==> src/rtl/osd_vram_wr_bridge.sv <==
// osd_vram_wr_bridge: CPU strobe -> FIFO -> VRAM write port bridge.
// CPU write strobes are edge-detected, tagged with the current (or freshly
// loaded) address pointer and queued. Entries drain one per cycle to the
// VRAM write port, optionally only while the display is blanked.
module osd_vram_wr_bridge #(
  parameter int C_AW         = 10,
  parameter int C_DW         = 8,
  parameter int C_FIFO_DEPTH = 16,
  parameter int C_GATE_BLANK = 1
) (
  input  logic                                CK_i,
  input  logic                                XSYS_R_i,
  input  logic                                REG_ADDR_LD_i,
  input  logic [C_AW-1:0]                     REG_ADDRs_i,
  input  logic [C_DW-1:0]                     REG_WDs_i,
  input  logic                                REG_WR_STB_i,
  input  logic                                REG_AUTO_INC_i,
  input  logic                                BLANK_i,
  input  logic                                FLUSH_i,
  output logic                                VRAM_WE_o,
  output logic [C_AW-1:0]                     VRAM_WAs_o,
  output logic [C_DW-1:0]                     VRAM_WDs_o,
  output logic [C_AW-1:0]                     ADDR_PTRs_o,
  output logic [$clog2(C_FIFO_DEPTH):0]       FIFO_LEVELs_o,
  output logic                                FULL_o,
  output logic                                EMPTY_o,
  output logic                                OVF_o
);

  localparam int PW = $clog2(C_FIFO_DEPTH);
  localparam int LW = PW + 1;
  localparam int EW = C_AW + C_DW;
  localparam logic [PW-1:0] PTR_ONE   = PW'(1);
  localparam logic [LW-1:0] LVL_ONE   = LW'(1);
  localparam logic [LW-1:0] LVL_FULL  = LW'(C_FIFO_DEPTH);
  localparam logic [C_AW-1:0] ADR_ONE = C_AW'(1);

  // FIFO storage has no reset so it can map onto RAM
  logic [EW-1:0] mem [C_FIFO_DEPTH];

  logic            stb_d;
  logic [PW-1:0]   wr_ptr, rd_ptr;
  logic [PW-1:0]   wr_ptr_n, rd_ptr_n;
  logic [LW-1:0]   level_n;
  logic [C_AW-1:0] ptr_n;
  logic [C_AW-1:0] entry_addr;
  logic            ovf_n;
  logic            push_req, push, pop, gate_open, inc;
  logic [EW-1:0]   head;

  assign gate_open  = (C_GATE_BLANK != 0) ? BLANK_i : 1'b1;
  assign push_req   = REG_WR_STB_i & ~stb_d;
  assign push       = push_req & ~FULL_o & ~FLUSH_i;
  assign pop        = ~EMPTY_o & ~FLUSH_i & gate_open;
  assign inc        = push & REG_AUTO_INC_i;
  assign entry_addr = REG_ADDR_LD_i ? REG_ADDRs_i : ADDR_PTRs_o;
  assign head       = mem[rd_ptr];

  // Next-state logic for pointers, level and overflow flag
  always_comb begin
    ptr_n    = ADDR_PTRs_o;
    level_n  = FIFO_LEVELs_o;
    wr_ptr_n = wr_ptr;
    rd_ptr_n = rd_ptr;
    ovf_n    = OVF_o;

    if (REG_ADDR_LD_i) begin
      ptr_n = REG_ADDRs_i + C_AW'(inc);
    end else if (inc) begin
      ptr_n = ADDR_PTRs_o + ADR_ONE;
    end else begin
      ptr_n = ADDR_PTRs_o;
    end

    if (FLUSH_i) begin
      level_n  = {LW{1'b0}};
      wr_ptr_n = {PW{1'b0}};
      rd_ptr_n = {PW{1'b0}};
      ovf_n    = 1'b0;
    end else begin
      case ({push, pop})
        2'b10:   level_n = FIFO_LEVELs_o + LVL_ONE;
        2'b01:   level_n = FIFO_LEVELs_o - LVL_ONE;
        default: level_n = FIFO_LEVELs_o;
      endcase
      wr_ptr_n = push ? (wr_ptr + PTR_ONE) : wr_ptr;
      rd_ptr_n = pop  ? (rd_ptr + PTR_ONE) : rd_ptr;
      ovf_n    = OVF_o | (push_req & FULL_o);
    end
  end

  // Write accepted entries into FIFO storage
  always_ff @(posedge CK_i) begin
    if (push) begin
      mem[wr_ptr] <= {entry_addr, REG_WDs_i};
    end
  end

  // Control/status registers and VRAM output port
  always_ff @(posedge CK_i) begin
    if (!XSYS_R_i) begin
      stb_d         <= 1'b1;   // held-high strobe across reset must not push
      wr_ptr        <= {PW{1'b0}};
      rd_ptr        <= {PW{1'b0}};
      FIFO_LEVELs_o <= {LW{1'b0}};
      FULL_o        <= 1'b0;
      EMPTY_o       <= 1'b1;
      OVF_o         <= 1'b0;
      ADDR_PTRs_o   <= {C_AW{1'b0}};
      VRAM_WE_o     <= 1'b0;
      VRAM_WAs_o    <= {C_AW{1'b0}};
      VRAM_WDs_o    <= {C_DW{1'b0}};
    end else begin
      stb_d         <= REG_WR_STB_i;
      wr_ptr        <= wr_ptr_n;
      rd_ptr        <= rd_ptr_n;
      FIFO_LEVELs_o <= level_n;
      FULL_o        <= (level_n == LVL_FULL);
      EMPTY_o       <= (level_n == {LW{1'b0}});
      OVF_o         <= ovf_n;
      ADDR_PTRs_o   <= ptr_n;
      VRAM_WE_o     <= pop;
      if (pop) begin
        VRAM_WAs_o <= head[EW-1:C_DW];
        VRAM_WDs_o <= head[C_DW-1:0];
      end else begin
        VRAM_WAs_o <= VRAM_WAs_o;
        VRAM_WDs_o <= VRAM_WDs_o;
      end
    end
  end

endmodule

==> config.mk <==
export PLATFORM = sky130hd
export DESIGN_NAME = osd_vram_wr_bridge
export DESIGN_NICKNAME = d
export VERILOG_FILES = /design/src/rtl/osd_vram_wr_bridge.sv
export SDC_FILE = /design/constraint.sdc
export NUM_CORES = 1
export LEC_CHECK = 0
export ABC_AREA = 0
export CORE_MARGIN = 8
export CORE_UTILIZATION = 46
export DETAILED_ROUTE_END_ITERATION = 12
export GPL_TIMING_DRIVEN = 0
export PLACE_DENSITY = 0.73
export SLEW_MARGIN = 10
export SYNTH_ARGS = -nofsm -noshare
export SYNTH_HDL_FRONTEND = slang
export SYNTH_SLANG_ARGS = --single-unit
==> constraint.sdc <==
create_clock -name CK_i -period 3.9 [get_ports CK_i]
set_input_delay 0.78 -clock CK_i [delete_from_list [all_inputs] [get_ports CK_i]]
set_output_delay 0.78 -clock CK_i [all_outputs]
set_load 0.02 [all_outputs]
==> impl_metrics.yaml, run 1 <==
layout:
  antennaDiodeCount: 0
  final_nets: 806
  finalNonFillerCells: 1181
  fin_area_um2: 15600
  area_growth_pct: 18.4
  final_layout_size_suffix_gt1_share_pct: 25.6
clock_tree:
  ctsHoldBuffers: 0
  clk-insertion-delay-late_ns: 0.52
  ctsHtreeMaxLevel: 2
  max-clock-path-buffers: 3
  clk_pin_slew_worst_paths_ns: 0.06
  cts_tree: "done"
  clock_sinks: 334
  cts-root-buf: "clkbuf_16"
  cts_made_buffers: 34
  ctsResizeCount: 0
  cts_setup_buffers: 0
grt:
  grtUsageTotal_pct: 17.4
  grt_pass1_wl_um: 43700
  grt_max_degree: 19
  antenna_found_initial: 0
  gr-total-overflow: 0
  grt_pass1_vias: 7201
synth:
  yosysUniqueCellTypes: 46
  ys.flop_type: "edfxtp_1"
  synth_edf_count: 288
  yosys-top-cells-area: "edfxtp_1 66%, mux4_2 15%, dfxtp_1 7.0%"
  synthesis.area_um2: 13200
  synth_nets: 698
  syn_avg_cell_area_um2: 19.9
  syn-instance-count: 663
  synth_top_area_cell: "edfxtp_1"
  synth_seq_cells: 334
  ys_async_sr_fraction_pct: 0
  ys_seq_area_share_pct: 72.6
  yosysWarnings: 0
  synth_top_area_share_pct: 65.6
timing:
  max_freq_ghz: 0.291
  worstMarginPinSlew_ns: 1.03
  fin_ws_ns: 0.459
  finalCritPeriodShare_pct: 88.2
  period_needed_ns: 3.44
  final_hold_viol_count: 0
  finalMaxSlewViolations: 0
  fin_worst_skew_ns: 0.0180
  rsz0062_at_grt: "no"
  final.setup.tns_ns: 0
  setup_viol: 0
  maxSlewHeadroom_pct: 31.5
power:
  power_density_nw_per_um2: 469
  leakage_nw: 4.96
  power.total_w: 0.00732
  ir_worst_vdd_mv: 0.286
detailed_routing:
  via_count: 6659
  drt_iter0_markers: 622
  via_per_inst: 5.64
  drt_pass1_iterations: 4
  drt-total-wl_um: 29000
  wire_per_inst_um: 24.5
  ant_nets: 0
  drc_errors: 0
worst_setup_path:
  critPathMaxFanout: 10
  reg2reg_depth: 6
  crit_path_start_kind: "input pin"
  required_ns: 4.13
  worstPathArrival_ns: 3.67
  worst_setup_path_end_kind: "flop"
  worst-setup-path-type: "in2reg"
die:
  rows: 62
  start_util_pct: 46.3
  die_area_um2: 34300
  die_y_um: 185
  die-width_um: 185
  io_pins: 62
  core_um2: 28500
worst_hold_path:
  hold-path-cell-count: 1
  min_path_type: "reg2reg"
job:
  maxCapViolCount: 0
placed_design:
  place_congestion: 0.778
  hpwl_um: 17800
  dp.cells: 1119
  place_area_um2: 14500
  port_buffers: 60
  place_ws_ns: -0.218
outcome:
  status: "complete, no violations"
-- power by group --
| part | switching, W | internal [W] | total (W) |
|---|---|---|---|
| Clock | 0.00137 | 0.00184 | 0.00321 |
| Combinational | 0.000117 | 0.0000734 | 0.000190 |
| Sequential | 0.0000129 | 0.00390 | 0.00392 |
-- cell type report --
type / count / area (µm²)
fill: 2179 / 12900
sequential: 334 / 9570
multi-input combinational: 285 / 3500
clock buffer: 37 / 872
timing repair buffer: 72 / 741
tap: 384 / 480
clock inverter: 25 / 236
buffer: 35 / 165
inverter: 9 / 35.0
-- cell families (layout without fill, tap and decap cells) --
| logic type | after synthesis | after routing | synth area share (%) |
|---|---|---|---|
| adders and majority gates | 10 | 10 | 0.949 |
| buffers and inverters | 44 | 178 | 1.52 |
| xor gates and xnor gates | 25 | 25 | 1.66 |
| AOI/OAI and AO/OA | 48 | 48 | 2.90 |
| DFF | 334 | 334 | 72.6 |
| muxes | 105 | 105 | 16.6 |
| and+or+nand+nor | 97 | 97 | 3.77 |
-- critical path, cell delays in order --
cell,delay (ns)
clkdlybuf4s50_1,0.52
nor4b_1,0.62
buf_2,0.35
nand2_1,0.24
nor3_2,0.75
buf_6,0.24
buf_4,0.16
-- placed cells by master, fill, tap and decap left out, types with 5 or more instances in the layout --
cell type,synthesis,final
inv_1,7,7
clkbuf_16,0,34
a22o_1,18,18
nor2_2,1,5
clkbuf_1,20,22
a21oi_1,7,7
edfxtp_1,288,288
or3_1,5,5
mux4_2,90,90
nand4_1,6,6
and2_1,6,6
nor2_1,29,17
mux2_2,10,10
dfxtp_1,46,46
buf_4,7,13
clkinv_2,1,9
o211a_1,7,7
nor2_4,0,8
clkdlybuf4s50_1,0,60
nand2_1,19,19
nand3_1,7,7
ha_1,10,10
buf_2,6,6
xnor2_1,10,10
mux2i_1,5,5
xor2_1,15,15
-- routing by layer --
layer / wire length, µm / share of wire (%) / vias up / GRT usage, %
li1: - / - / 2927 / -
met1: 11400 / 39 / 3438 / 21.3
met2: 14900 / 51 / 247 / 30.5
met3: 2090 / 7.2 / 47 / 3.92
met4: 608 / 2.1 / 0 / 4.87
met5: 0 / 0 / - / 0
-- worst paths after layout --
path / start / end / slack (ns)
max: REG_WR_STB_i / mem[1][1]$_DFFE_PP_ / 0.46
min: VRAM_WDs_o[3]$_SDFFE_PN0P_ / VRAM_WDs_o[3]$_SDFFE_PN0P_ / 0.48
max reg2reg: stb_d$_SDFF_PN1_ / mem[1][1]$_DFFE_PP_ / 0.88
min reg2reg: VRAM_WDs_o[3]$_SDFFE_PN0P_ / VRAM_WDs_o[3]$_SDFFE_PN0P_ / 0.48
-- state kept, by name (all words and copies together), names as in the netlist --
signal         count
EMPTY_o            1
mem              288
FULL_o             1
rd_ptr             4
VRAM_WE_o          1
VRAM_WDs_o         8
OVF_o              1
ADDR_PTRs_o       10
wr_ptr             4
FIFO_LEVELs_o      5
VRAM_WAs_o        10
stb_d              1
-- per-stage QoR --
| stage | utilization (%) | hold WS [ns] |
|---|---|---|
| floorplan | - | 0.517 |
| global placement | 50.1 | 0.455 |
| detailed placement | 50.9 | 0.468 |
| CTS | 54.8 | 0.480 |
| global route | 54.8 | 0.509 |
| finish | 54.8 | 0.482 |
-- synthesized netlist by cell type, types with 2 or more instances --
library cell  count
a21oi_1           7
a22o_1           18
a31oi_1           2
and2_1            6
and3_1            3
and4_1            2
buf_1             2
buf_2             6
buf_4             7
clkbuf_1         20
dfxtp_1          46
edfxtp_1        288
ha_1             10
inv_1             7
mux2_2           10
mux2i_1           5
mux4_2           90
nand2_1          19
nand2b_1          4
nand3_1           7
nand4_1           6
nor2_1           29
nor2b_1           2
nor3_1            5
nor3b_1           2
o211a_1           7
o21ai_0           3
o21ai_1           4
or3_1             5
or3b_4            2
xnor2_1          10
xor2_1           15
No activity file was read; power rests on OpenSTA's default activity.
==> inputs of run 2 (changes only) <==
--- a/config.mk
+++ b/config.mk
@@ -11,4 +11,6 @@
 export DETAILED_ROUTE_END_ITERATION = 12
+export GPL_ROUTABILITY_DRIVEN = 0
 export GPL_TIMING_DRIVEN = 0
 export PLACE_DENSITY = 0.73
+export SKIP_CTS_REPAIR_TIMING = 1
 export SLEW_MARGIN = 10
--- a/constraint.sdc
+++ b/constraint.sdc
@@ -3,2 +3,2 @@
 set_output_delay 0.78 -clock CK_i [all_outputs]
-set_load 0.02 [all_outputs]
+set_load 0.05 [all_outputs]
==> results of run 2 <==
The final DEF is identical to that of run 1. Status: complete, no violations.
Among the figures that moved: total power 0.00732 W -> 0.00734 W
